## src/rtl/psx_frame_sequencer_pkg.sv

```systemverilog
// ============================================================================
// psx_frame_sequencer_pkg
// Shared state encoding, protocol constants and small helpers for the PSX
// frame sequencer.
// Rev 1.0 - initial release
// ============================================================================
`default_nettype none

package psx_frame_sequencer_pkg;

   typedef enum logic [2:0] {
      ST_IDLE  = 3'd0,
      ST_SETUP = 3'd1,
      ST_START = 3'd2,
      ST_XFER  = 3'd3,
      ST_DONE  = 3'd4,
      ST_ERR   = 3'd5,
      ST_HOLD  = 3'd6
   } state_t;

   localparam logic [7:0] PSX_CMD_START     = 8'h01;
   localparam logic [7:0] PSX_CMD_POLL      = 8'h42;
   localparam logic [7:0] PSX_RESP_MARK     = 8'h5A;
   localparam logic [3:0] PSX_BYTES_DIGITAL = 4'd5;
   localparam logic [3:0] PSX_BYTES_MAX     = 4'd9;

   function automatic logic [7:0] tx_byte_of(input logic [3:0] idx);
      case (idx)
         4'd0:    return PSX_CMD_START;
         4'd1:    return PSX_CMD_POLL;
         default: return 8'h00;
      endcase
   endfunction

   // Frame length announced by the low ID nibble (half-words after the header).
   function automatic logic [3:0] analog_len(input logic [3:0] nib);
      logic [5:0] n;
      n = 6'd3 + {1'b0, nib, 1'b0};
      if (n < 6'd5) return PSX_BYTES_DIGITAL;
      if (n > 6'd9) return PSX_BYTES_MAX;
      return n[3:0];
   endfunction

endpackage

`default_nettype wire

```

## src/rtl/psx_byte_shifter.sv

```systemverilog
// ============================================================================
// psx_byte_shifter
// c_clk edge detection, bit counting, TX bit select and LSB-first RX shifting.
// Rev 1.0 - initial release
// ============================================================================
`default_nettype none

module psx_byte_shifter (
   input  logic       clk,
   input  logic       rst,
   input  logic       clear,
   input  logic       enable,
   input  logic       c_clk,
   input  logic       dat,
   input  logic [7:0] tx_byte,
   output logic       fall,
   output logic       tx_bit,
   output logic       byte_done,
   output logic [2:0] bit_idx,
   output logic [7:0] rx
);

   logic c_q;
   logic rise;

   assign fall   = c_q & ~c_clk & enable;
   assign rise   = ~c_q & c_clk & enable;
   assign tx_bit = tx_byte[bit_idx];

   always_ff @(posedge clk) begin
      if (rst) begin
         c_q       <= 1'b1;
         bit_idx   <= 3'd0;
         rx        <= 8'h00;
         byte_done <= 1'b0;
      end else begin
         c_q       <= c_clk;
         byte_done <= 1'b0;
         if (clear) begin
            bit_idx <= 3'd0;
            rx      <= 8'h00;
         end else if (rise) begin
            rx        <= {dat, rx[7:1]};
            bit_idx   <= bit_idx + 3'd1;
            byte_done <= (bit_idx == 3'd7);
         end
      end
   end

endmodule

`default_nettype wire

```

## src/rtl/psx_frame_sequencer.sv

```systemverilog
// ============================================================================
// psx_frame_sequencer
// Frame-level PSX pad master: ATT/gen sequencing, byte assembly, publishing.
// Optional analog-stick support with macro PSX_ANALOG_EN.
// Rev 1.0 - initial release
// ============================================================================
`default_nettype none

module psx_frame_sequencer #(
   parameter logic [19:0] POLL_PERIOD = 20'd800000,
   parameter logic [7:0]  ATT_SETUP   = 8'd200
) (
   input  logic        clk,
   input  logic        rst,
   input  logic        poll_en,
   input  logic        c_clk,
   input  logic        c_ready,
   input  logic        c_err,
   input  logic        psx_dat,
   output logic        gen,
   output logic [3:0]  bytes_expected,
   output logic        psx_att,
   output logic        psx_cmd,
   output logic [7:0]  id_byte,
   output logic [15:0] buttons,
   output logic        frame_valid,
   output logic        frame_err,
   output logic        busy,
   output logic [31:0] sticks
);

   import psx_frame_sequencer_pkg::*;

`ifdef PSX_ANALOG_EN
   localparam logic [3:0] BYTE_LIMIT = PSX_BYTES_MAX;
`else
   localparam logic [3:0] BYTE_LIMIT = 4'd8;
`endif

   state_t      state;
   logic [19:0] cnt;
   logic [3:0]  byte_idx;
   logic [7:0]  b1, b2, b3, b4;
   logic        fall, tx_bit, byte_done;
   logic [2:0]  bit_idx;
   logic [7:0]  rx;
   logic        frame_good;

   psx_byte_shifter u_shifter (
      .clk       (clk),
      .rst       (rst),
      .clear     (state == ST_SETUP),
      .enable    ((state == ST_XFER) && (byte_idx < BYTE_LIMIT)),
      .c_clk     (c_clk),
      .dat       (psx_dat),
      .tx_byte   (tx_byte_of(byte_idx)),
      .fall      (fall),
      .tx_bit    (tx_bit),
      .byte_done (byte_done),
      .bit_idx   (bit_idx),
      .rx        (rx)
   );

   assign frame_good = (b2 == PSX_RESP_MARK) && (byte_idx == bytes_expected) &&
                       (bit_idx == 3'd0);

   always_ff @(posedge clk) begin
      if (rst) begin
         byte_idx <= 4'd0;
         b1 <= 8'h00;
         b2 <= 8'h00;
         b3 <= 8'h00;
         b4 <= 8'h00;
      end else if (state == ST_SETUP) begin
         byte_idx <= 4'd0;
      end else if (byte_done && (byte_idx < BYTE_LIMIT)) begin
         byte_idx <= byte_idx + 4'd1;
         case (byte_idx)
            4'd1:    b1 <= rx;
            4'd2:    b2 <= rx;
            4'd3:    b3 <= rx;
            4'd4:    b4 <= rx;
            default: ;
         endcase
      end
   end

`ifdef PSX_ANALOG_EN
   logic [7:0] b5, b6, b7, b8;
   logic [3:0] exp_q;

   assign bytes_expected = exp_q;

   always_ff @(posedge clk) begin
      if (rst) begin
         exp_q  <= PSX_BYTES_DIGITAL;
         b5     <= 8'h00;
         b6     <= 8'h00;
         b7     <= 8'h00;
         b8     <= 8'h00;
         sticks <= 32'h0;
      end else begin
         if (state == ST_SETUP)
            exp_q <= PSX_BYTES_DIGITAL;
         else if (byte_done && (byte_idx == 4'd1))
            exp_q <= analog_len(rx[3:0]);
         if (byte_done && (state != ST_SETUP)) begin
            case (byte_idx)
               4'd5:    b5 <= rx;
               4'd6:    b6 <= rx;
               4'd7:    b7 <= rx;
               4'd8:    b8 <= rx;
               default: ;
            endcase
         end
         if ((state == ST_DONE) && frame_good)
            sticks <= {b8, b7, b6, b5};
      end
   end
`else
   assign bytes_expected = PSX_BYTES_DIGITAL;
   assign sticks         = 32'h0;
`endif

   always_ff @(posedge clk) begin
      if (rst) begin
         state       <= ST_IDLE;
         cnt         <= 20'd0;
         gen         <= 1'b0;
         psx_att     <= 1'b1;
         psx_cmd     <= 1'b1;
         id_byte     <= 8'h00;
         buttons     <= 16'h0000;
         frame_valid <= 1'b0;
         frame_err   <= 1'b0;
         busy        <= 1'b0;
      end else begin
         gen         <= 1'b0;
         frame_valid <= 1'b0;
         frame_err   <= 1'b0;
         case (state)
            ST_IDLE: begin
               if (poll_en) begin
                  state   <= ST_SETUP;
                  cnt     <= 20'd0;
                  psx_att <= 1'b0;
                  busy    <= 1'b1;
               end
            end
            ST_SETUP: begin
               if (cnt == ({12'd0, ATT_SETUP} - 20'd1)) begin
                  state   <= ST_START;
                  gen     <= 1'b1;
                  psx_cmd <= PSX_CMD_START[0];
               end else begin
                  cnt <= cnt + 20'd1;
               end
            end
            ST_START: state <= ST_XFER;
            ST_XFER: begin
               // c_err wins when both arrive together.
               if (c_err)
                  state <= ST_ERR;
               else if (c_ready)
                  state <= ST_DONE;
               if (fall)
                  psx_cmd <= tx_bit;
            end
            ST_DONE: begin
               if (frame_good) begin
                  id_byte     <= b1;
                  buttons     <= ~{b4, b3};
                  frame_valid <= 1'b1;
               end else begin
                  frame_err <= 1'b1;
               end
               psx_att <= 1'b1;
               psx_cmd <= 1'b1;
               cnt     <= 20'd0;
               state   <= ST_HOLD;
            end
            ST_ERR: begin
               frame_err <= 1'b1;
               psx_att   <= 1'b1;
               psx_cmd   <= 1'b1;
               cnt       <= 20'd0;
               state     <= ST_HOLD;
            end
            ST_HOLD: begin
               if (cnt == (POLL_PERIOD - 20'd1)) begin
                  cnt <= 20'd0;
                  if (poll_en) begin
                     state   <= ST_SETUP;
                     psx_att <= 1'b0;
                  end else begin
                     state <= ST_IDLE;
                     busy  <= 1'b0;
                  end
               end else begin
                  cnt <= cnt + 20'd1;
               end
            end
            default: state <= ST_IDLE;
         endcase
      end
   end

endmodule

`default_nettype wire

```

## config.mk

```make
export PLATFORM = sky130hd
export DESIGN_NAME = psx_frame_sequencer
export DESIGN_NICKNAME = d
export VERILOG_FILES = /design/src/rtl/psx_frame_sequencer_pkg.sv /design/src/rtl/psx_byte_shifter.sv /design/src/rtl/psx_frame_sequencer.sv
export SDC_FILE = /design/constraint.sdc
export NUM_CORES = 1
export LEC_CHECK = 0
export CORE_UTILIZATION = 48
export DETAILED_ROUTE_END_ITERATION = 10
export HOLD_SLACK_MARGIN = 0.12
export PLACE_DENSITY = 0.76
export SYNTH_ARGS = -nofsm -noshare
export SYNTH_HDL_FRONTEND = slang
export SYNTH_SLANG_ARGS = --single-unit
```

## constraint.sdc

```tcl
create_clock -name clk -period 1.8 [get_ports clk]
set_input_delay 0.36 -clock clk [delete_from_list [all_inputs] [get_ports clk]]
set_output_delay 0.36 -clock clk [all_outputs]
set_load 0.02 [all_outputs]
```

After elaboration in Yosys (flattened, before gate mapping)
Cells that the tools add are included.
Storage, ports and cells
  flip-flop bits (word level): 102
  input bits: 7
  output and inout bits: 66
  word-level logic and storage cells: 110
Operators by class
  add/sub/neg operators: 3
  $lt $le $gt $ge: 2
  eq/ne operators: 22
  mux-type cells: 28
  bitwise operators: 10
  reduce and logical (&&, ||, !) cells: 26
Operator list (number)
  $pmux W20 S4: 1
  $mux W20: 3
  $add A20 B1 Y20 const B: 1
  $eq A20 B20 Y1 const B: 1
  $eq A20 B8 Y1 const B: 1
  $pmux W3 S6: 1
  $reduce_and A3 Y1: 6
  $not A16 Y16: 1
  $mux W3: 5
  $pmux W7 S2: 1
  $eq A3 B3 Y1 const B: 4
  $mux W1: 12
  $ne A2 B2 Y1 const B: 6
  $eq A4 B2 Y1 const B: 2
  $eq A4 B3 Y1 const B: 2
  $eq A8 B7 Y1 const B: 1
  $reduce_and A4 Y1: 2
  $reduce_or A2 Y1: 4
  $eq A3 B2 Y1 const B: 2
  $logic_not A3 Y1: 2
  $pmux W1 S3: 2
  $reduce_bool A3 Y1: 2
  $not A1 Y1: 5
  $add A4 B1 Y4 const B: 1
  15 further kinds: 23

Depth between registers and ports, before layout
  depth in word-level cells: 6
  gate-level depth with buffers: 8
  mapped depth without buffers: 7

Cells and area by module
Synthesis repeated with hierarchy kept, for this count alone.
Second synthesis, totals
  cell total of the unflattened synthesis: 555
  area total of the unflattened synthesis: 4702.0 sq um
By module, submodules not included
  psx_frame_sequencer: times used 1, cells an instance 506, area each 4157.7 sq um
  psx_byte_shifter: times used 1, cells an instance 49, area each 544.3 sq um

Worst setup path after synthesis
No wires, ideal clock.
  kind: register -> register
  start point: register cnt[0]
  end point: register psx_att
  arrival time: 1.675 ns
  data required time: 1.680 ns
  setup slack: 0.005 ns
  stages on the path, launching flop included: 7
  buffers on the path: 0
  cell sequence: dfxtp_1 -> ha_1 -> nor4b_1 -> and4_4 -> a31o_4 -> nand3_1 -> a211o_1
On the way
  cells in the longest elaborated chain, start to end: 3
RTL lines
  start: declaration: line psx_frame_sequencer.sv:41  | logic [19:0] cnt;
  start signal: assignment: line psx_frame_sequencer.sv:156  | cnt <= cnt + 20'd1;
  start signal: assignment: line psx_frame_sequencer.sv:200  | cnt <= cnt + 20'd1;
  $eq A20 B20 Y1: line psx_frame_sequencer.sv:190  | if (cnt == (POLL_PERIOD - 20'd1)) begin
  $ne A2 B2 Y1 (no line)
  $reduce_and A2 Y1 (no line)
  end signal: assignment: line psx_frame_sequencer.sv:177  | psx_att <= 1'b1;
  end signal: assignment: line psx_frame_sequencer.sv:184  | psx_att <= 1'b1;
  end signal: assignment: line psx_frame_sequencer.sv:194  | psx_att <= 1'b0;
  end: declaration: line psx_frame_sequencer.sv:22  | output logic psx_att,
Every way passes these cells.
A chain may end at the register's enable or synchronous reset.

Final worst setup path
  start point: register cnt[17]
  end point: register state[1]
On the way
  cells in the longest elaborated chain, start to end: 3
  elaborated cells on any way between the ends: 5
RTL lines
  $eq A20 B8 Y1 or $eq A20 B20 Y1 (tied branches): line psx_frame_sequencer.sv:151, psx_frame_sequencer.sv:190
  $ne A2 B2 Y1 (no line)
  $reduce_and A4 Y1 (no line) *
  end signal: assignment: line psx_frame_sequencer.sv:152  | state <= ST_START;
  end signal: assignment: line psx_frame_sequencer.sv:159  | ST_START: state <= ST_XFER;
  end signal: assignment: line psx_frame_sequencer.sv:163  | state <= ST_ERR;
  end: declaration: line psx_frame_sequencer.sv:40  | state_t state;
Mark *: on every way between the ends. The rest lies on a longest branch, timed or not.

==> impl_metrics.ini <==
[die]
io_pins = 73
die_w_um = 98.9
rows = 34
initial_core_util_pct = 50.7
fp.dieH_um = 98.9
dieArea_um2 = 9780
core_area_um2 = 8890

[synthesis]
syn_area_um2 = 4510
synth-edff-count = 0
ys_dominant_reg_cell = dfxtp_1
ys_warn_count = 0
synth-seq-cells = 102
synth_common_cells = dfxtp_1 (102), nor2_1 (74), nand2_1 (50)
synth_simple_gate_area_share_pct = 21.7
yosys-top-cells-area = dfxtp_1 (45%), mux2i_1 (9.8%), buf_4 (6.5%)
syn_inst = 496
synth-seq-area-share_pct = 45.3
synth.distinct_cells = 51
synth_compound_area_share_pct = 7.80
async_flop_share_pct = 0
synthAdderAreaFrac_pct = 2.22
syn_avg_cell_area_um2 = 9.09
post-synth-top-count-cell = dfxtp_1
synthMuxAreaShare_pct = 9.77
synth_top_area_share_pct = 45.3
synth_top_family_by_area = simple AND/OR/NAND/NOR gates
synth_xor_xnor_area_share_pct = 3.89
yosys.area.top_type = dfxtp_1

[grt]
antenna_found_initial = 0
grt_pass1_wl_um = 14800
grtUsageTotal_pct = 18.9
grt_max_degree = 60
gr-total-overflow = 0
grt_pass1_vias = 3216

[place]
gp_congestion = 0.927
hpwl_um = 6330
port_buffers = 36
postPlaceCellArea_um2 = 5090

[pwr]
pwr_density_cell_nw_per_um2 = 734
p_leak_uw = 0.00226
ir_worst_vdd_uv = 426

[sta]
final-hold-violation-count = 0
finalSetupTns_ns = -0.00852
finClkSkew_ns = 0.0138
post-route-min-period_ns = 1.81
setup_viol = 1
drv_slew = 0
fmax_mhz = 553
fin_crit_sh_pct = 100
rsz0062_at_grt = yes
final.setup.worst_slack_ns = -0.00852

[layout]
design_area_um2 = 5380
drive_gt1_share_pct = 12.8
final_nets = 571
area_growth_pct = 19.4
nFillCells = 711
diodes = 0
fin_util_pct = 60.5

[outcome]
violations = negative setup slack
status = complete, but fails checks

[clock_network]
cts_tree = built
cts.sinks = 102
holdBufCountCts = 0
clk_latency_ns = 0.36
cts_buffer_depth = 2
htreeDepth = 3
cts_root_buf = clkbuf_8
path_clk_slew_ns = 0.09
cts_buffers = 9

[detailed_routing]
wl_per_cell_um = 13.5
antenna_left = 0
vias = 3430
drt_iter0_markers = 131
viasPerCell = 5.13
drt_wl_total_um = 9000
first_pass_iters = 4
drc_errors = 0

[worst_setup_path]
regToRegSetupSlack_ns = -0.009
startpoint_type = register
path_max_fanout = 3
worstPathRequired_ns = 2.07
crit_path_end_kind = register
cp.arrival_ns = 2.08
path_class = reg -> reg

[hold_path]
hold_class = in -> reg

[run]
cap_violations = 0
kinds of logic after synthesis:
| logic type | Yosys count |
|---|---|
| multiplexers | 44 |
| buffers and inverters | 65 |
| AND/OR/NAND/NOR | 199 |
| adder cells (fa/ha/maj) | 8 |
| AO/OA/AOI/OAI | 56 |
| flip-flops | 102 |
| other | 2 |
| XOR/XNOR | 20 |
where the power goes:
part / total [µW] / internal [µW] / switching (µW)
Sequential: 2280 / 2270 / 10.5
Combinational: 226 / 67.6 / 158
Clock: 1450 / 662 / 786
Total: 3950 / 3000 / 954
cell usage in the layout (no fill, tap or decap), types with 3 or more instances in the layout:
cell type	count
dfxtp_1	100
nor2_1	74
nand2_1	49
mux2i_1	44
conb_1	36
clkdlybuf4s50_1	35
a21oi_1	32
buf_4	26
nand2b_1	19
xor2_1	14
nand3_1	11
inv_1	9
clkbuf_8	9
ha_1	8
buf_12	8
nand4_1	7
o21ai_0	7
xnor2_1	6
nor2b_1	5
nor3_1	4
and2_1	3
and3_1	3
registers in the layout, indices dropped and copies added (netlist names), 3 cells and up:
| register | flops |
|---|---|
| b4 | 8 |
| b2 | 8 |
| state | 3 |
| id_byte | 8 |
| cnt | 20 |
| b3 | 8 |
| buttons | 16 |
| u_shifter.bit_idx | 3 |
| u_shifter.rx | 8 |
| b1 | 8 |
| byte_idx | 4 |
metal layers:
metal  wire length (µm)  GRT usage (%)  share of wire (%)  up-vias
li1                   -              -                  -     1715
met1               4320           25.4                 48     1594
met2               4120           30.3                 46      102
met3                383           2.34                4.3       19
met4                184           8.84                2.0        0
met5                  0              0                  0        -
worst paths after layout:
path,startpoint,endpoint,cells past startpoint
worst max-delay path,cnt[17],state[1],5
worst max register to register,cnt[17],state[1],5
worst min-delay path,rst,state[1],2
worst min register to register,b4[7],buttons[15],1
through the flow:
| stage | setup WS, ns | std cells | hold WS, ns | power [µW] |
|---|---|---|---|---|
| global route | -0.0946 | 669 | 0.359 | 4100 |
| detailed placement | -0.110 | 651 | 0.439 | 2550 |
| global placement | -0.0302 | 651 | 0.430 | 2540 |
| floorplan | 0.00495 | 530 | 0.413 | 2540 |
| finish | -0.00852 | 669 | 0.353 | 3950 |
| CTS | 0.00692 | 667 | 0.333 | 3970 |
worst max-delay path, cell delays in order (launching register included):
cell and delay, ns:
dfxtp_2 0.33, or4_4 0.55, or3_4 0.37, o21ai_4 0.18, nor2_1 0.07, a311oi_2 0.23
final cells by class:
class / count / area (µm²) / area share (%)
Multi-Input combinational cell: 363 / 2240 / 41.5
Sequential cell: 102 / 2040 / 38.0
Timing Repair Buffer: 71 / 736 / 13.7
Tap cell: 108 / 135 / 2.51
Clock buffer: 11 / 131 / 2.44
Clock inverter: 5 / 66.3 / 1.23
Inverter: 9 / 33.8 / 0.628
what timing repair did:
action                                  in CTS  in global routing
endpoints found under the setup margin       9                 48
pin swaps                                    0                  3
cloned                                       0                  1
gates resized for setup                      2                 10
setup buffers                                0                  1
endpoints found under the hold margin        0                  0
No activity file was read; power rests on OpenSTA's default activity.
